### config.mk
export PLATFORM = sky130hd
export DESIGN_NAME = vga_sync_gen_flat
export DESIGN_NICKNAME = d
export VERILOG_FILES = /design/src/rtl/vga_sync_gen_if.sv /design/src/rtl/vga_sync_gen.sv /design/src/flat_wrapper.sv
export SDC_FILE = /design/constraint.sdc
export NUM_CORES = 1
export LEC_CHECK = 0
export BUFFER_PORTS_ARGS = -buffer_cell sky130_fd_sc_hd__buf_2
export CELL_PAD_IN_SITES_DETAIL_PLACEMENT = 0
export CELL_PAD_IN_SITES_GLOBAL_PLACEMENT = 1
export CORE_ASPECT_RATIO = 1.25
export CORE_MARGIN = 5
export CORE_UTILIZATION = 35
export DETAILED_ROUTE_END_ITERATION = 10
export PLACE_DENSITY = 0.65
export SETUP_SLACK_MARGIN = 0.3
export SLEW_MARGIN = 20
export SYNTH_ARGS = -nofsm -noshare
export SYNTH_HDL_FRONTEND = slang
export SYNTH_SLANG_ARGS = --single-unit
### constraint.sdc
create_clock -name clk -period 3.5 [get_ports clk]
set_input_delay 0.7 -clock clk [delete_from_list [all_inputs] [get_ports clk]]
set_output_delay 0.7 -clock clk [all_outputs]
set_load 0.005 [all_outputs]
### src/rtl/vga_sync_gen_if.sv
// Raster timing bundle between the sync generator (master) and its consumers
// (slave: colour path / pixel source). The generator samples pix_en and drives
// everything else. frame_cnt exists only when VGA_FRAME_CNT_EN is defined.
// dbg_h_phase / dbg_v_phase expose the horizontal and vertical phase FSMs
// (0 visible, 1 front porch, 2 sync, 3 back porch).
//
// Handshake: there is no valid/ready pair on this bundle. pix_en is a
// qualifier: every registered output advances only on a clk edge where
// pix_en=1, and line_start/frame_start are single-clk pulses on that edge.
interface vga_sync_gen_if;
    logic       pix_en;
    logic       h_sync;
    logic       v_sync;
    logic       video_on;
    logic [9:0] pix_x;
    logic [9:0] pix_y;
    logic       line_start;
    logic       frame_start;
    logic [1:0] dbg_h_phase;
    logic [1:0] dbg_v_phase;
`ifdef VGA_FRAME_CNT_EN
    logic [7:0] frame_cnt;
`endif

    modport master (
        input  pix_en,
        output h_sync,
        output v_sync,
        output video_on,
        output pix_x,
        output pix_y,
        output line_start,
        output frame_start,
        output dbg_h_phase,
        output dbg_v_phase
`ifdef VGA_FRAME_CNT_EN
        , output frame_cnt
`endif
    );

    modport slave (
        output pix_en,
        input  h_sync,
        input  v_sync,
        input  video_on,
        input  pix_x,
        input  pix_y,
        input  line_start,
        input  frame_start,
        input  dbg_h_phase,
        input  dbg_v_phase
`ifdef VGA_FRAME_CNT_EN
        , input frame_cnt
`endif
    );
endinterface

### src/rtl/vga_sync_gen.sv
// Raster timing generator. Counts pixels/lines on the pix_en tick, tracks the
// horizontal and vertical phases as two small FSMs, and registers every output
// from the next-state values so coordinates, syncs and video_on share the
// same edge. Optional frame counter: define VGA_FRAME_CNT_EN.
module vga_sync_gen #(
    parameter int H_VISIBLE       = 640,
    parameter int H_FRONT         = 16,
    parameter int H_SYNC          = 96,
    parameter int H_BACK          = 48,
    parameter int V_VISIBLE       = 480,
    parameter int V_FRONT         = 10,
    parameter int V_SYNC          = 2,
    parameter int V_BACK          = 33,
    parameter int SYNC_ACTIVE_LOW = 1
) (
    input  logic          clk,
    input  logic          rst,
    vga_sync_gen_if.master vga
);

    localparam int H_TOTAL = H_VISIBLE + H_FRONT + H_SYNC + H_BACK;
    localparam int V_TOTAL = V_VISIBLE + V_FRONT + V_SYNC + V_BACK;

    localparam logic [9:0] H_LAST        = 10'(H_TOTAL - 1);
    localparam logic [9:0] H_FRONT_START = 10'(H_VISIBLE);
    localparam logic [9:0] H_SYNC_START  = 10'(H_VISIBLE + H_FRONT);
    localparam logic [9:0] H_BACK_START  = 10'(H_VISIBLE + H_FRONT + H_SYNC);
    localparam logic [9:0] V_LAST        = 10'(V_TOTAL - 1);
    localparam logic [9:0] V_FRONT_START = 10'(V_VISIBLE);
    localparam logic [9:0] V_SYNC_START  = 10'(V_VISIBLE + V_FRONT);
    localparam logic [9:0] V_BACK_START  = 10'(V_VISIBLE + V_FRONT + V_SYNC);

    localparam logic SYNC_ON  = (SYNC_ACTIVE_LOW != 0) ? 1'b0 : 1'b1;
    localparam logic SYNC_OFF = (SYNC_ACTIVE_LOW != 0) ? 1'b1 : 1'b0;

    typedef enum logic [1:0] {
        PH_VISIBLE = 2'd0,
        PH_FRONT   = 2'd1,
        PH_SYNC    = 2'd2,
        PH_BACK    = 2'd3
    } phase_e;

    // Phase step for a counter that just moved by one; a phase is left when
    // the new count reaches the first index of the following phase.
    function automatic phase_e step_phase(
        input phase_e     cur,
        input logic [9:0] cnt_d,
        input logic [9:0] front_start,
        input logic [9:0] sync_start,
        input logic [9:0] back_start
    );
        phase_e nxt;
        nxt = cur;
        case (cur)
            PH_VISIBLE: if (cnt_d == front_start) nxt = PH_FRONT;
            PH_FRONT:   if (cnt_d == sync_start)  nxt = PH_SYNC;
            PH_SYNC:    if (cnt_d == back_start)  nxt = PH_BACK;
            PH_BACK:    if (cnt_d == 10'd0)       nxt = PH_VISIBLE;
            default:    nxt = PH_VISIBLE;
        endcase
        return nxt;
    endfunction

    logic [9:0] h_q, h_d;
    logic [9:0] v_q, v_d;
    phase_e     h_ph_q, h_ph_d;
    phase_e     v_ph_q, v_ph_d;
    logic       h_wrap;

    logic [9:0] pix_x_q;
    logic [9:0] pix_y_q;
    logic       h_sync_q;
    logic       v_sync_q;
    logic       video_on_q;
    logic       line_start_q;
    logic       frame_start_q;

    // Next counts and phases; everything holds unless pix_en is high.
    always_comb begin
        h_d    = h_q;
        v_d    = v_q;
        h_ph_d = h_ph_q;
        v_ph_d = v_ph_q;
        h_wrap = 1'b0;
        if (vga.pix_en) begin
            if (h_q == H_LAST) begin
                h_d    = 10'd0;
                h_wrap = 1'b1;
                v_d    = (v_q == V_LAST) ? 10'd0 : v_q + 10'd1;
            end else begin
                h_d = h_q + 10'd1;
            end
            h_ph_d = step_phase(h_ph_q, h_d, H_FRONT_START, H_SYNC_START, H_BACK_START);
            if (h_wrap) begin
                v_ph_d = step_phase(v_ph_q, v_d, V_FRONT_START, V_SYNC_START, V_BACK_START);
            end
        end
    end

    // Counter/phase state and all registered outputs; reset parks the raster
    // on the last pixel of the last line so the first tick lands on (0,0).
    always_ff @(posedge clk or posedge rst) begin
        if (rst) begin
            h_q           <= H_LAST;
            v_q           <= V_LAST;
            h_ph_q        <= PH_BACK;
            v_ph_q        <= PH_BACK;
            pix_x_q       <= 10'd0;
            pix_y_q       <= 10'd0;
            h_sync_q      <= SYNC_OFF;
            v_sync_q      <= SYNC_OFF;
            video_on_q    <= 1'b0;
            line_start_q  <= 1'b0;
            frame_start_q <= 1'b0;
        end else begin
            h_q    <= h_d;
            v_q    <= v_d;
            h_ph_q <= h_ph_d;
            v_ph_q <= v_ph_d;
            if (vga.pix_en) begin
                pix_x_q    <= h_d;
                pix_y_q    <= v_d;
                h_sync_q   <= (h_ph_d == PH_SYNC) ? SYNC_ON : SYNC_OFF;
                v_sync_q   <= (v_ph_d == PH_SYNC) ? SYNC_ON : SYNC_OFF;
                video_on_q <= (h_ph_d == PH_VISIBLE) && (v_ph_d == PH_VISIBLE);
            end
            line_start_q  <= vga.pix_en && (h_d == 10'd0);
            frame_start_q <= vga.pix_en && (h_d == 10'd0) && (v_d == 10'd0);
        end
    end

`ifdef VGA_FRAME_CNT_EN
    logic [7:0] frame_cnt_q;

    // Frame counter steps on the same edge that raises frame_start.
    always_ff @(posedge clk or posedge rst) begin
        if (rst) begin
            frame_cnt_q <= 8'd0;
        end else if (vga.pix_en && (h_d == 10'd0) && (v_d == 10'd0)) begin
            frame_cnt_q <= frame_cnt_q + 8'd1;
        end
    end

    assign vga.frame_cnt = frame_cnt_q;
`endif

    assign vga.pix_x       = pix_x_q;
    assign vga.pix_y       = pix_y_q;
    assign vga.h_sync      = h_sync_q;
    assign vga.v_sync      = v_sync_q;
    assign vga.video_on    = video_on_q;
    assign vga.line_start  = line_start_q;
    assign vga.frame_start = frame_start_q;
    assign vga.dbg_h_phase = h_ph_q;
    assign vga.dbg_v_phase = v_ph_q;

endmodule

### src/flat_wrapper.sv
// flat-port wrapper written by rule: the top's interface ports become plain ports
module vga_sync_gen_flat 
#(
    parameter int H_VISIBLE       = 640,
    parameter int H_FRONT         = 16,
    parameter int H_SYNC          = 96,
    parameter int H_BACK          = 48,
    parameter int V_VISIBLE       = 480,
    parameter int V_FRONT         = 10,
    parameter int V_SYNC          = 2,
    parameter int V_BACK          = 33,
    parameter int SYNC_ACTIVE_LOW = 1
)
  (clk, rst, vga_pix_en, vga_h_sync, vga_v_sync, vga_video_on, vga_pix_x, vga_pix_y, vga_line_start, vga_frame_start, vga_dbg_h_phase, vga_dbg_v_phase);
  vga_sync_gen_if vga_i ();
  input  logic clk;
  input  logic rst;
  input wire logic [$bits(vga_i.pix_en)-1:0] vga_pix_en;
  output wire logic [$bits(vga_i.h_sync)-1:0] vga_h_sync;
  output wire logic [$bits(vga_i.v_sync)-1:0] vga_v_sync;
  output wire logic [$bits(vga_i.video_on)-1:0] vga_video_on;
  output wire logic [$bits(vga_i.pix_x)-1:0] vga_pix_x;
  output wire logic [$bits(vga_i.pix_y)-1:0] vga_pix_y;
  output wire logic [$bits(vga_i.line_start)-1:0] vga_line_start;
  output wire logic [$bits(vga_i.frame_start)-1:0] vga_frame_start;
  output wire logic [$bits(vga_i.dbg_h_phase)-1:0] vga_dbg_h_phase;
  output wire logic [$bits(vga_i.dbg_v_phase)-1:0] vga_dbg_v_phase;
  assign vga_i.pix_en = vga_pix_en;
  assign vga_h_sync = vga_i.h_sync;
  assign vga_v_sync = vga_i.v_sync;
  assign vga_video_on = vga_i.video_on;
  assign vga_pix_x = vga_i.pix_x;
  assign vga_pix_y = vga_i.pix_y;
  assign vga_line_start = vga_i.line_start;
  assign vga_frame_start = vga_i.frame_start;
  assign vga_dbg_h_phase = vga_i.dbg_h_phase;
  assign vga_dbg_v_phase = vga_i.dbg_v_phase;
  vga_sync_gen #(.H_VISIBLE(H_VISIBLE), .H_FRONT(H_FRONT), .H_SYNC(H_SYNC), .H_BACK(H_BACK), .V_VISIBLE(V_VISIBLE), .V_FRONT(V_FRONT), .V_SYNC(V_SYNC), .V_BACK(V_BACK), .SYNC_ACTIVE_LOW(SYNC_ACTIVE_LOW)) u_core (.clk(clk), .rst(rst), .vga(vga_i));
endmodule
# --- After elaboration in Yosys (flattened, before gate mapping) ---
# Index checks and enable logic that the tools add are counted.
op_classes:
  reduce_logical: 11
  eq_ne: 16
  addsub: 2
  muxes: 24
op_table:
  columns: ["cell", "count"]
  rows:
  - ["$mux W10", 7]
  - ["$eq A10 B10 Y1 const B", 5]
  - ["$logic_not A10 Y1", 4]
  - ["$eq A10 B9 Y1 const B", 3]
  - ["$mux W2", 11]
  - ["$add A10 B1 Y10 const B", 2]
  - ["$pmux W2 S4", 2]
  - ["$eq A2 B2 Y1 const B", 6]
  - ["$logic_not A2 Y1", 4]
  - ["$eq A2 B1 Y1 const B", 2]
  - ["$mux W1", 4]
  - ["$logic_and A1 B1 Y1", 3]
word_totals:
  wordCells: 64
  input_bits: 3
  register_bits: 49
  out_inout_bits: 29

# --- Longest topological paths before layout ---
# Gate-level depths: netlist (run 1).
depth:
  ltp_word: 11
  mapped_depth: 13
  ltp_nobuf: 11

# --- Least setup slack after synthesis (run 1) ---
# Ideal clock, no wire load.
synth_path:
  path_type: "register -> register"
  from: "register u_core.h_q[0]"
  to: "register u_core.video_on_q (netlist: u_core.vga.video_on)"
  stages_incl_launch_ff: 11
  path_buffers: 1
  path_slack_ns: 0.481
  setup_ns: 0.140
  arrival_time_ns: 2.880
  synth_period_minus_slack_ns: 3.019
  t_required_ns: 3.360
  cell_sequence: "dfstp_2 ha_1 and4_4 buf_8 nand4_4 or3_1 a222oi_1 nand4b_1 or4b_1 a21oi_2 o32ai_1"
synth_between:
  elab_chain_cells: 10
  elab_cells_between_ends: 32
  classes_between: "1 x add/sub; 7 x eq/ne; 19 x mux; 5 x reduce/logical"
synth_lines:
  columns: ["item", "line", "source"]
  rows:
  - ["start: declaration", "vga_sync_gen.sv:64", "logic [9:0] h_q, h_d;"]
  - ["start signal: assignment", "vga_sync_gen.sv:104", "h_q <= H_LAST;"]
  - ["start signal: assignment", "vga_sync_gen.sv:116", "h_q <= h_d;"]
  - ["$eq A10 B10 Y1 (*)", "vga_sync_gen.sv:86", "if (h_q == H_LAST) begin"]
  - ["$mux W10", "vga_sync_gen.sv:86", null]
  - ["$mux W10", "vga_sync_gen.sv:85", "if (vga.pix_en) begin"]
  - ["$eq A10 B9 Y1 (tied with other cells)", "vga_sync_gen.sv:57", "PH_SYNC: if (cnt_d == back_start) nxt = PH_BACK;"]
  - ["$mux W2 (on tied branches)", null, null]
  - ["$pmux W2 S4", "vga_sync_gen.sv:54", "case (cur)"]
  - ["$mux W2 (*)", "vga_sync_gen.sv:94", "if (h_wrap) begin"]
  - ["$mux W2 (*)", "vga_sync_gen.sv:85", null]
  - ["via u_core.v_ph_d[1]", "vga_sync_gen.sv:67", "phase_e v_ph_q, v_ph_d;"]
  - ["$logic_not A2 Y1 (*)", "vga_sync_gen.sv:125", "video_on_q <= (h_ph_d == PH_VISIBLE) && (v_ph_d == PH_VISIBLE);"]
  - ["$logic_and A1 B1 Y1 (*)", "vga_sync_gen.sv:125", null]
  - ["end signal: assignment", "vga_sync_gen.sv:125", null]
  - ["end: declaration", "vga_sync_gen.sv:74", "logic video_on_q;"]
# Mark *: on every way through the listed nets, which the timed path passes. The rest lies on a longest branch. The select of a mux whose other input is x is not followed.
# A chain may end at the register's enable or synchronous reset.

# --- Worst setup path after layout (run 1) ---
# Same ends and word-level chain as after synthesis.

==> metrics.json, run 1 <==
{
  "fillers": {"value": 841},
  "syn_area_per_cell": {"value": 8.939, "unit": "um2"},
  "route.detailed.vias_per_inst": {"value": 5.322},
  "dpl.hpwl": {"value": 5422, "unit": "um"},
  "largest_net_degree_at_the_start_of_global_routing": {"value": 50},
  "final_cell_area": {"value": 3402, "unit": "um2"},
  "firstDrtPassIters": {"value": 5},
  "antenna_cells_inserted": {"value": 0},
  "clk_path_buf_depth": {"value": 2},
  "critPathLaunchType": {"value": "flop"},
  "post_route_cells_drive_above_1_share": {"value": 0.2705},
  "final_common_cell": {"value": "sky130_fd_sc_hd__nor2_1"},
  "global_route.overflow_total": {"value": 0},
  "final_setup_vio_count": {"value": 0},
  "maxUsedRoutingLayer": {"value": "met4"},
  "outcome": {"value": "completed"},
  "layout.nets": {"value": 371},
  "worst_r2r_startpoint": {"value": "u_core.h_q[0]$_DFF_PP1_"},
  "number_of_placement_rows": {"value": 37},
  "cp-end-kind": {"value": "flop"},
  "fp.dieH": {"value": 111.9, "unit": "um"},
  "dr_wl_met2": {"value": 3878, "unit": "um"},
  "drt_wl_total": {"value": 7364, "unit": "um"},
  "yosysWarningCount": {"value": 0},
  "clkSlewWorstSetupHoldPaths": {"value": 90, "unit": "ps"},
  "drt_iter0_markers": {"value": 91},
  "cts.hold.buffers_added": {"value": 0},
  "crit_path_category": {"value": "flop to flop"},
  "die_x_extent": {"value": 91.49, "unit": "um"},
  "flow.area_growth_from_synthesis": {"value": 17.10, "unit": "%"},
  "wirelength_met1": {"value": 3144, "unit": "um"},
  "dpl_cell_area": {"value": 3136, "unit": "um2"},
  "synth_edf_count": {"value": 0},
  "multi_input_comb_area": {"value": 1521, "unit": "um2"},
  "min_path_cells": {"value": 1},
  "min_delay_worst_endpoint": {"value": "u_core.vga.pix_y[9]$_DFFE_PP0P_"},
  "crit_fanout": {"value": 6},
  "clock.fmax": {"value": 322.7, "unit": "MHz"},
  "clock_tree_from_tritoncts": {"value": "yes"},
  "grt_antenna_before_repair": {"value": 0},
  "cells_on_worst_reg2reg_path": {"value": 10},
  "hold_class": {"value": "flop to flop"},
  "seq_area": {"value": 1246, "unit": "um2"},
  "grt_first_pass_wirelength": {"value": 12300, "unit": "um"},
  "core": {"value": 8194, "unit": "um2"},
  "worstPathArrival": {"value": 3280, "unit": "ps"},
  "synth_cell_type_count": {"value": 67},
  "postSynthCellCount": {"value": 325},
  "timing.setup.tns": {"value": 0, "unit": "ps"},
  "flip_flop_and_latch_count_after_synthesis": {"value": 49},
  "tritoncts.num_buffers": {"value": 5},
  "worstHoldStart": {"value": "u_core.vga.pix_y[9]$_DFFE_PP0P_"},
  "ys_seq_area_frac": {"value": 0.4289},
  "met3_length": {"value": 170, "unit": "um"},
  "max_cap_violations": {"value": 0},
  "route.detailed.drc": {"value": 0},
  "gp_congestion": {"value": 0.8352},
  "grt_pass1_vias": {"value": 2410},
  "syn-num-nets": {"value": 331},
  "cts_root_buf": {"value": "sky130_fd_sc_hd__clkbuf_8"},
  "required": {"value": 3680, "unit": "ps"},
  "layout_common_cells": {"value": "sky130_fd_sc_hd__nor2_1, sky130_fd_sc_hd__dfrtp_1, sky130_fd_sc_hd__buf_2, sky130_fd_sc_hd__nand2_1, sky130_fd_sc_hd__a21oi_1"},
  "track_usage": {"value": 0.1490},
  "final-max-slew-violation-count": {"value": 0},
  "design.portCount": {"value": 32},
  "setup_repair_after_global_routing_missed_its_margin": {"value": "false"},
  "final-hold-violation-count": {"value": 0},
  "cellPowerDensity": {"value": 524.4, "unit": "nW/um2"},
  "rr_endpoint": {"value": "u_core.vga.video_on$_DFFE_PP0P_"},
  "most_used_flip_flop_cell_after_synthesis": {"value": "sky130_fd_sc_hd__dfrtp_1"},
  "layout_worst_path_cycle_share": {"value": 0.8855},
  "wl_per_cell": {"value": 15.90, "unit": "um"},
  "buffer_ports.inserted": {"value": 31},
  "finalClockSkew": {"value": 6.846, "unit": "ps"},
  "drt.antenna.violating_nets": {"value": 0},
  "reg2reg_slack": {"value": 400, "unit": "ps"},
  "cts_sinks": {"value": 49},
  "cts_htree_levels": {"value": 2},
  "post-route-min-period": {"value": 3099, "unit": "ps"},
  "postSynth.asyncResetShare": {"value": 1.000},
  "start_util": {"value": 0.3546},
  "worst_ir_drop_vdd": {"value": 332.2, "unit": "uV"},
  "cell_area_after_technology_mapping": {"value": 2905, "unit": "um2"},
  "via_count": {"value": 2464},
  "power.leakage": {"value": 1.391, "unit": "nW"},
  "max_slew.worst_pin.slew": {"value": 856.1, "unit": "ps"},
  "die_ar": {"value": 10230, "unit": "um2"},
  "relSlewSlack": {"value": 0.4293},
  "clk_latency": {"value": 310, "unit": "ps"}
}
==> flip-flops by register name, summed over array words and instances, names as in the netlist <==
name	count
u_core.vga.h_sync	1
u_core.v_q	10
u_core.vga.v_sync	1
u_core.h_q	10
u_core.vga.dbg_v_phase	2
u_core.vga.dbg_h_phase	2
u_core.vga.line_start	1
u_core.vga.video_on	1
u_core.vga.pix_x	10
u_core.vga.frame_start	1
u_core.vga.pix_y	10
==> what timing repair did <==
item                       4_1_cts  5_1_grt
gates cloned                     0        0
pin swaps                        0        4
resized for setup                1        6
setup endpoints to repair        2        3
buffers inserted                 1       14
==> how the worst max path moves through the flow <==
stage | from | end
floorplan | u_core.h_q[0]$_DFF_PP1_ | u_core.vga.video_on$_DFFE_PP0P_
global placement | u_core.h_q[0]$_DFF_PP1_ | u_core.vga.video_on$_DFFE_PP0P_
detailed placement | u_core.h_q[0]$_DFF_PP1_ | u_core.vga.video_on$_DFFE_PP0P_
CTS | u_core.h_q[0]$_DFF_PP1_ | u_core.vga.video_on$_DFFE_PP0P_
global route | u_core.h_q[0]$_DFF_PP1_ | u_core.vga.video_on$_DFFE_PP0P_
finish | u_core.h_q[0]$_DFF_PP1_ | u_core.vga.video_on$_DFFE_PP0P_
==> cells in the mapped netlist, types with 3 or more instances <==
library cell | count | share of area
sky130_fd_sc_hd__o21a_1 | 4 | 0.010
sky130_fd_sc_hd__inv_1 | 16 | 0.021
sky130_fd_sc_hd__o21ai_0 | 16 | 0.028
sky130_fd_sc_hd__or3_1 | 3 | 0.0065
sky130_fd_sc_hd__nor3_1 | 10 | 0.017
sky130_fd_sc_hd__nand2_1 | 27 | 0.035
sky130_fd_sc_hd__a21oi_1 | 26 | 0.045
sky130_fd_sc_hd__and3_1 | 7 | 0.015
sky130_fd_sc_hd__nand4_1 | 4 | 0.0086
sky130_fd_sc_hd__nand2b_1 | 6 | 0.013
sky130_fd_sc_hd__buf_1 | 5 | 0.0065
sky130_fd_sc_hd__dfrtp_1 | 33 | 0.28
sky130_fd_sc_hd__dfstp_2 | 16 | 0.14
sky130_fd_sc_hd__nand3_1 | 16 | 0.028
sky130_fd_sc_hd__nor2_1 | 38 | 0.049
sky130_fd_sc_hd__or4_1 | 3 | 0.0078
sky130_fd_sc_hd__xor2_1 | 6 | 0.018
sky130_fd_sc_hd__xnor2_1 | 13 | 0.039
sky130_fd_sc_hd__buf_2 | 4 | 0.0069
sky130_fd_sc_hd__clkbuf_1 | 10 | 0.013
sky130_fd_sc_hd__o211ai_1 | 3 | 0.0078
sky130_fd_sc_hd__ha_1 | 3 | 0.013
==> through the flow <==
step	setup slack, ps	util	hold WS, ps	power (mW)	cells
floorplan	480.6	-	470.8	1.190	325
global placement	301.4	0.3827	460.5	1.357	440
detailed placement	227.7	0.3827	466.0	1.355	440
CTS	307.4	0.3981	490.7	1.792	449
global route	310.5	0.4152	523.4	1.917	463
finish	400.8	0.4152	482.7	1.784	463
==> metal layers <==
| metal | vias up | global-route usage |
|---|---|---|
| met5 | - | 0 |
| met4 | 0 | 0.06137 |
| met1 | 1184 | 0.1826 |
| met3 | 12 | 0.02500 |
| met2 | 36 | 0.2569 |
| li1 | 1232 | - |
==> kinds of logic after synthesis <==
group | synth area share
flip-flops | 0.4289
XOR/XNOR | 0.05728
AO/OA/AOI/OAI | 0.1714
buffers and inverters | 0.05986
AND/OR/NAND/NOR | 0.2588
multiplexers | 0.01077
adder cells (fa/ha/maj) | 0.01292
==> cell type report <==
| class | instances | area share |
|---|---|---|
| Multi-Input combinational cell | 238 | 0.4472 |
| Inverter | 16 | 0.01802 |
| Clock buffer | 7 | 0.02538 |
| Timing Repair Buffer | 55 | 0.09857 |
| Sequential cell | 49 | 0.3663 |
| Clock inverter | 1 | 0.008827 |
| Tap cell | 97 | 0.03567 |
==> power breakdown <==
group | internal [mW] | switching (mW) | total, mW
clock | 0.233 | 0.189 | 0.423
combinational | 0.246 | 0.278 | 0.524
sequential | 0.706 | 0.131 | 0.837
total | 1.18 | 0.599 | 1.78
==> worst max-delay path, stage by stage (launching register included) <==
cell and delay (ps):
sky130_fd_sc_hd__dfstp_2 600, sky130_fd_sc_hd__ha_4 170, sky130_fd_sc_hd__and4_4 260, sky130_fd_sc_hd__nand4_4 140, sky130_fd_sc_hd__or3_4 400, sky130_fd_sc_hd__a222oi_1 320
sky130_fd_sc_hd__nand4b_1 230, sky130_fd_sc_hd__or4_1 550, sky130_fd_sc_hd__o211a_1 140, sky130_fd_sc_hd__inv_1 80, sky130_fd_sc_hd__o32ai_1 90
No activity file was read; power rests on OpenSTA's default activity.
==> run 2, diff against run 1 <==
GPL_TIMING_DRIVEN = 0   (was unset)
==> run 2 against run 1 <==
Combinational power up 18%; critical endpoint unchanged; via count rose by 3.6%; setup slack worse by 11 ps; highest routed layer unchanged.
==> metrics.json, run 2 (synthesized netlist as in run 1, its figures left out) <==
{
  "layout_common_cells": {"value": "sky130_fd_sc_hd__nor2_1, sky130_fd_sc_hd__buf_2, sky130_fd_sc_hd__dfrtp_1, sky130_fd_sc_hd__nand2_1, sky130_fd_sc_hd__a21oi_1"},
  "cts.hold.buffers_added": {"value": 0, "change": "unchanged"},
  "clock.fmax": {"value": 321.5, "unit": "MHz", "change": "-0.36%"},
  "placement.setup.worst_slack": {"value": 95.25, "unit": "ps", "change": "-132.5 ps"},
  "clock_tree_from_tritoncts": {"value": "yes"},
  "worstPathArrival": {"value": 3280, "unit": "ps", "change": "about the same"},
  "clock_power_share": {"value": 0.197, "change": "-0.040"},
  "number_of_placement_rows": {"value": 37, "change": "unchanged"},
  "clk_latency": {"value": 300, "unit": "ps", "change": "about the same"},
  "final_cell_area": {"value": 3440, "unit": "um2", "change": "+1.1%"},
  "cts_sinks": {"value": 49, "change": "unchanged"},
  "route.detailed.drc": {"value": 0, "change": "unchanged"},
  "critPathLaunchType": {"value": "flop"},
  "buffer_ports.inserted": {"value": 31, "change": "unchanged"},
  "antenna_cells_inserted": {"value": 0, "change": "unchanged"},
  "start_util": {"value": 0.3546, "change": "unchanged"},
  "wl_per_cell": {"value": 16.55, "unit": "um", "change": "+4.1%"},
  "clkSlewWorstSetupHoldPaths": {"value": 100, "unit": "ps", "change": "about the same"},
  "p_sw": {"value": 0.6285, "unit": "mW", "change": "+4.9%"},
  "die_ar": {"value": 10230, "unit": "um2", "change": "unchanged"},
  "grt_antenna_before_repair": {"value": 0, "change": "unchanged"},
  "die_x_extent": {"value": 91.49, "unit": "um", "change": "unchanged"},
  "post-route-min-period": {"value": 3111, "unit": "ps", "change": "+11.29 ps"},
  "final-max-slew-violation-count": {"value": 0, "change": "unchanged"},
  "worst_ir_drop_vdd": {"value": 289.2, "unit": "uV", "change": "-13%"},
  "layout_worst_path_cycle_share": {"value": 0.8887, "change": "+0.003226"},
  "cts_root_buf": {"value": "sky130_fd_sc_hd__clkbuf_8"},
  "firstDrtPassIters": {"value": 4, "change": "-1"},
  "whs": {"value": 379.8, "unit": "ps", "change": "-102.9 ps"},
  "dpl.hpwl": {"value": 5924, "unit": "um", "change": "+9.3%"},
  "postLayoutSetupSlackWorst": {"value": 389.5, "unit": "ps", "change": "-11.29 ps"},
  "required": {"value": 3670, "unit": "ps", "change": "about the same"},
  "hold_class": {"value": "primary input to async pin"},
  "clk_path_buf_depth": {"value": 2, "change": "unchanged"},
  "outcome": {"value": "completed"},
  "via_count": {"value": 2553, "change": "+3.6%"},
  "cts_htree_levels": {"value": 2, "change": "unchanged"},
  "power.share.combinational": {"value": 0.355, "change": "+0.061"},
  "core": {"value": 8194, "unit": "um2", "change": "unchanged"},
  "final_core_utilization": {"value": 0.4198, "change": "+0.004581"},
  "grt_pass1_vias": {"value": 2570, "change": "+6.6%"},
  "final_common_cell": {"value": "sky130_fd_sc_hd__nor2_1"},
  "power.leakage": {"value": 1.408, "unit": "nW", "change": "+1.2%"},
  "p_int": {"value": 1.110, "unit": "mW", "change": "-6.3%"},
  "dpl_cell_area": {"value": 3202, "unit": "um2", "change": "+2.1%"},
  "gp_congestion": {"value": 0.8064, "change": "-3.4%"},
  "final-hold-violation-count": {"value": 0, "change": "unchanged"},
  "seq_power_share": {"value": 0.448, "change": "-0.021"},
  "tritoncts.num_buffers": {"value": 5, "change": "unchanged"},
  "design.portCount": {"value": 32, "change": "unchanged"},
  "crit_path_category": {"value": "flop to flop"},
  "cellPowerDensity": {"value": 505.4, "unit": "nW/um2", "change": "-3.6%"},
  "finalClockSkew": {"value": 8.768, "unit": "ps", "change": "+1.922 ps"},
  "flow.area_growth_from_synthesis": {"value": 18.39, "unit": "%"},
  "drt.antenna.violating_nets": {"value": 0, "change": "unchanged"},
  "timing.setup.tns": {"value": 0, "unit": "ps", "change": "unchanged"},
  "post_route_cells_drive_above_1_share": {"value": 0.2625, "change": "-0.008025"},
  "power_switching_share": {"value": 0.3615, "change": "+0.02562"},
  "crit_fanout": {"value": 10, "change": "+4"},
  "max_slew.worst_pin.slew": {"value": 591.9, "unit": "ps", "change": "-264.2 ps"},
  "largest_net_degree_at_the_start_of_global_routing": {"value": 33, "change": "-34%"},
  "track_usage": {"value": 0.1588, "change": "+0.009814"},
  "global_route.overflow_total": {"value": 0, "change": "unchanged"},
  "cp-end-kind": {"value": "flop"},
  "drt_wl_total": {"value": 7912, "unit": "um", "change": "+7.4%"},
  "relSlewSlack": {"value": 0.6054, "change": "+0.1761"},
  "drt_iter0_markers": {"value": 118, "change": "+30%"},
  "fp.dieH": {"value": 111.9, "unit": "um", "change": "unchanged"},
  "max_cap_violations": {"value": 0, "change": "unchanged"},
  "layout.nets": {"value": 386, "change": "+4.0%"},
  "grt_first_pass_wirelength": {"value": 13110, "unit": "um", "change": "+6.6%"},
  "setup_repair_after_global_routing_missed_its_margin": {"value": "true"},
  "final_setup_vio_count": {"value": 0, "change": "unchanged"},
  "route.detailed.vias_per_inst": {"value": 5.341, "change": "+0.36%"}
}
## run 2: path summary, 6_finish.rpt
kind,cells after the start,to,from,slack [ps]
max in group asynchronous,3,u_core.vga.dbg_h_phase[1]$_DFF_PP1_,rst,2540
min,2,u_core.vga.pix_x[9]$_DFFE_PP0P_,rst,380
min in group clk,1,u_core.vga.pix_y[9]$_DFFE_PP0P_,u_core.vga.pix_y[9]$_DFFE_PP0P_,480
max,10,u_core.vga.video_on$_DFFE_PP0P_,u_core.h_q[1]$_DFF_PP1_,390
max reg2reg,10,u_core.vga.video_on$_DFFE_PP0P_,u_core.h_q[1]$_DFF_PP1_,390
min reg2reg,1,u_core.vga.pix_y[9]$_DFFE_PP0P_,u_core.vga.pix_y[9]$_DFFE_PP0P_,480
## run 2: critical path, stage by stage (launching register included)
cell                       delay [ps]
sky130_fd_sc_hd__dfstp_2          570
sky130_fd_sc_hd__ha_4             160
sky130_fd_sc_hd__and4_4           220
sky130_fd_sc_hd__buf_8            120
sky130_fd_sc_hd__nand3_4          100
sky130_fd_sc_hd__buf_4            160
sky130_fd_sc_hd__clkbuf_1         270
sky130_fd_sc_hd__o41a_1           500
sky130_fd_sc_hd__or4b_1           530
sky130_fd_sc_hd__a21oi_2          210
sky130_fd_sc_hd__o32ai_1          120
## run 2: what timing repair did
item / in CTS / in global routing
endpoints found under the setup margin: 6 / 3
gates resized for setup: 3 / 5
pin swaps: 3 / 9
buffers inserted: 2 / 14
## run 2: per-stage QoR
stage | instances | total power [mW]
finish | 478 | 1.738
global route | 478 | 1.862
CTS | 464 | 1.742
detailed placement | 454 | 1.378
global placement | 453 | 1.368
floorplan | 325 | 1.190
## run 2: cell type report
class	instances	area [um2]
Timing Repair Buffer	48	295.3
Buffer	22	120.1
Sequential cell	49	1246
Fill cell	881	4755
Multi-Input combinational cell	238	1506
Clock buffer	5	68.82
Tap cell	97	121.4
Clock inverter	3	21.27
Inverter	16	60.06
## run 2: layer usage
| layer | up-vias | routed length [um] | global-route usage |
|---|---|---|---|
| li1 | 1256 | - | - |
| met3 | 6 | 152 | 0.02027 |
| met5 | - | 0 | 0 |
| met2 | 32 | 4255 | 0.2940 |
| met4 | 0 | 103 | 0.04728 |
| met1 | 1259 | 3400 | 0.1888 |
## run 2: power by group through the flow
stage | combinational, mW | sequential, mW | clock, mW
after floorplan | 0.406 | 0.784 | 0
after global placement | 0.575 | 0.793 | 0
after detailed placement | 0.583 | 0.795 | 0
after CTS | 0.602 | 0.782 | 0.358
after global routing | 0.684 | 0.799 | 0.379
final | 0.617 | 0.779 | 0.342
==> run 3, diff against run 2 <==
CORE_ASPECT_RATIO = 1.2   (was 1.25)
CORE_UTILIZATION = 45   (was 35)
PLACE_DENSITY = 0.8   (was 0.65)
==> run 3 against run 2 <==
Setup slack better by 16 ps; combinational power is 0.8% higher; total power is 0.62% lower; sequential power is 0.5% higher.
==> metrics.json, run 3 (synthesized netlist as in run 1, its figures left out) <==
{
  "outcome": {"value": "completed"},
  "drt_wl_total": {"value": 7491, "unit": "um", "change": "-5.3%"},
  "clock_tree_from_tritoncts": {"value": "yes"},
  "wl_per_cell": {"value": 16.14, "unit": "um", "change": "-2.5%"},
  "p_int": {"value": 1.117, "unit": "mW", "change": "+0.61%"},
  "route.detailed.drc": {"value": 0, "change": "unchanged"},
  "cellPowerDensity": {"value": 500.8, "unit": "nW/um2", "change": "-0.91%"},
  "fillers": {"value": 604, "change": "-31%"},
  "final_cells": {"value": 464, "change": "-2.9%"},
  "drt.antenna.violating_nets": {"value": 0, "change": "unchanged"},
  "tritoncts.num_buffers": {"value": 5, "change": "unchanged"},
  "post_route_cells_drive_above_1_share": {"value": 0.2744, "change": "+0.01194"},
  "multi_input_comb_area": {"value": 1550, "unit": "um2", "change": "+2.9%"},
  "power.leakage": {"value": 1.409, "unit": "nW", "change": "+0.11%"},
  "cts_sinks": {"value": 49, "change": "unchanged"},
  "dpl.hpwl": {"value": 5517, "unit": "um", "change": "-6.9%"},
  "buffer_ports.inserted": {"value": 31, "change": "unchanged"},
  "final_common_cell": {"value": "sky130_fd_sc_hd__nor2_1"},
  "clock.fmax": {"value": 323.1, "unit": "MHz", "change": "+0.50%"},
  "finalClockSkew": {"value": 7.697, "unit": "ps", "change": "-1.071 ps"},
  "firstDrtPassIters": {"value": 4, "change": "unchanged"},
  "cts.hold.buffers_added": {"value": 0, "change": "unchanged"},
  "crit_fanout": {"value": 7, "change": "-3"},
  "global_route.overflow_total": {"value": 0, "change": "unchanged"},
  "place_inst": {"value": 442, "change": "-2.6%"},
  "core": {"value": 6366, "unit": "um2", "change": "-22%"},
  "power.share.combinational": {"value": 0.360, "change": "+0.005"},
  "grt_pass1_vias": {"value": 2657, "change": "+3.4%"},
  "fp.dieH": {"value": 98.02, "unit": "um", "change": "-12%"},
  "worstPathArrival": {"value": 3260, "unit": "ps", "change": "-20 ps"},
  "p_sw": {"value": 0.6109, "unit": "mW", "change": "-2.8%"},
  "final-hold-violation-count": {"value": 0, "change": "unchanged"},
  "largest_net_degree_at_the_start_of_global_routing": {"value": 33, "change": "unchanged"},
  "cts_root_buf": {"value": "sky130_fd_sc_hd__clkbuf_8"},
  "drt_iter0_markers": {"value": 114, "change": "-3.4%"},
  "design.portCount": {"value": 32, "change": "unchanged"},
  "number_of_placement_rows": {"value": 32, "change": "-14%"},
  "required": {"value": 3660, "unit": "ps", "change": "about the same"},
  "die_x_extent": {"value": 83.35, "unit": "um", "change": "-8.9%"},
  "layout.nets": {"value": 384, "change": "-0.52%"},
  "worst_ir_drop_vdd": {"value": 310.9, "unit": "uV", "change": "+7.5%"},
  "clk_path_buf_depth": {"value": 2, "change": "unchanged"},
  "via_count": {"value": 2632, "change": "+3.1%"},
  "timing.setup.tns": {"value": 0, "unit": "ps", "change": "unchanged"},
  "critPathLaunchType": {"value": "flop"},
  "clock_power_share": {"value": 0.187, "change": "-0.010"},
  "gp_congestion": {"value": 0.8883, "change": "+10%"},
  "flow.area_growth_from_synthesis": {"value": 18.73, "unit": "%"},
  "start_util": {"value": 0.4564, "change": "+0.1018"},
  "crit_path_category": {"value": "flop to flop"},
  "track_usage": {"value": 0.1890, "change": "+0.03020"},
  "post-route-min-period": {"value": 3095, "unit": "ps", "change": "-15.62 ps"},
  "layout_common_cells": {"value": "sky130_fd_sc_hd__nor2_1, sky130_fd_sc_hd__buf_2, sky130_fd_sc_hd__dfrtp_1, sky130_fd_sc_hd__nand2_1, sky130_fd_sc_hd__a21oi_1"},
  "clk_latency": {"value": 290, "unit": "ps", "change": "about the same"},
  "grt_first_pass_wirelength": {"value": 12780, "unit": "um", "change": "-2.5%"},
  "cts_htree_levels": {"value": 2, "change": "unchanged"},
  "relSlewSlack": {"value": 0.6428, "change": "+0.03742"},
  "grt_antenna_before_repair": {"value": 0, "change": "unchanged"},
  "final_setup_vio_count": {"value": 0, "change": "unchanged"},
  "setup_repair_after_global_routing_missed_its_margin": {"value": "false"},
  "route.detailed.vias_per_inst": {"value": 5.672, "change": "+6.2%"},
  "hold_class": {"value": "primary input to async pin"},
  "seq_area": {"value": 1246, "unit": "um2", "change": "unchanged"},
  "clkSlewWorstSetupHoldPaths": {"value": 90, "unit": "ps", "change": "about the same"},
  "max_cap_violations": {"value": 0, "change": "unchanged"},
  "power_switching_share": {"value": 0.3536, "change": "-0.007915"},
  "layout_worst_path_cycle_share": {"value": 0.8843, "change": "-0.004463"},
  "die_ar": {"value": 8170, "unit": "um2", "change": "-20%"},
  "antenna_cells_inserted": {"value": 0, "change": "unchanged"},
  "final-max-slew-violation-count": {"value": 0, "change": "unchanged"},
  "seq_power_share": {"value": 0.453, "change": "+0.005"},
  "cp-end-kind": {"value": "flop"},
  "max_slew.worst_pin.slew": {"value": 535.8, "unit": "ps", "change": "-56.13 ps"}
}
[run 3: power groups by stage]
stage	sequential [mW]	clock, mW	combinational (mW)
floorplan	0.784	0	0.406
global placement	0.792	0	0.563
detailed placement	0.795	0	0.572
CTS	0.783	0.338	0.592
global route	0.802	0.363	0.688
finish	0.783	0.323	0.622
[run 3: worst paths after layout]
check                                                startpoint                         endpoint  slack, ps  depth (start not counted)
max in group asynchronous                                   rst    u_core.vga.v_sync$_DFFE_PP1P_       2540                          3
worst min register to register  u_core.vga.pix_y[2]$_DFFE_PP0P_  u_core.vga.pix_y[2]$_DFFE_PP0P_        490                          1
worst min-delay path                                        rst  u_core.vga.pix_x[3]$_DFFE_PP0P_        390                          2
worst max register to register          u_core.h_q[1]$_DFF_PP1_  u_core.vga.video_on$_DFFE_PP0P_        410                         11
min in group clk                u_core.vga.pix_y[2]$_DFFE_PP0P_  u_core.vga.pix_y[2]$_DFFE_PP0P_        490                          1
worst max-delay path                    u_core.h_q[1]$_DFF_PP1_  u_core.vga.video_on$_DFFE_PP0P_        410                         11
[run 3: stage by stage]
step	instance area (um2)	utilization	hold slack [ps]	power (mW)	setup slack [ps]
6_report	3450	0.5419	392.3	1.728	405.1
5_1_grt	3450	0.5419	404.2	1.853	286.1
4_1_cts	3323	0.5220	393.0	1.713	316.1
3_5_place_dp	3187	0.5006	471.7	1.367	94.23
3_3_place_gp	3167	0.4974	459.7	1.355	112.8
2_1_floorplan	2905	-	470.8	1.190	480.6
[run 3: area by class of cell]
| class | count | area share |
|---|---|---|
| plain buffers | 22 | 0.03555 |
| clock buffers | 7 | 0.02213 |
| clock inverters | 1 | 0.002176 |
| inverters | 16 | 0.01741 |
| multi-input cells | 238 | 0.4494 |
| flip-flops and latches | 49 | 0.3613 |
| well taps | 85 | 0.03083 |
| repair buffers | 46 | 0.08125 |
[run 3: worst max-delay path: stages (launching register included)]
cell and delay, ps:
sky130_fd_sc_hd__dfstp_2 570, sky130_fd_sc_hd__ha_4 160, sky130_fd_sc_hd__and4_4 220, sky130_fd_sc_hd__buf_8 130, sky130_fd_sc_hd__nand4_4 150, sky130_fd_sc_hd__or3_4 370, sky130_fd_sc_hd__a222oi_1 290, sky130_fd_sc_hd__nand4b_1 230
sky130_fd_sc_hd__or4_1 570, sky130_fd_sc_hd__o211a_1 150, sky130_fd_sc_hd__inv_2 70, sky130_fd_sc_hd__o32ai_2 70
[run 3: metal layers]
metal | global-route usage | routed length [um] | up-vias
met5 | 0 | 0 | -
met4 | 0.08428 | 268 | 0
met3 | 0.03122 | 250 | 29
met2 | 0.3315 | 3848 | 68
met1 | 0.2265 | 3123 | 1274
li1 | - | - | 1261
[run 3: timing repair]
item	in CTS	in global routing
gates cloned	0	0
setup endpoints to repair	5	4
pin swaps	2	9
resized for setup	5	16
buffers inserted	3	11
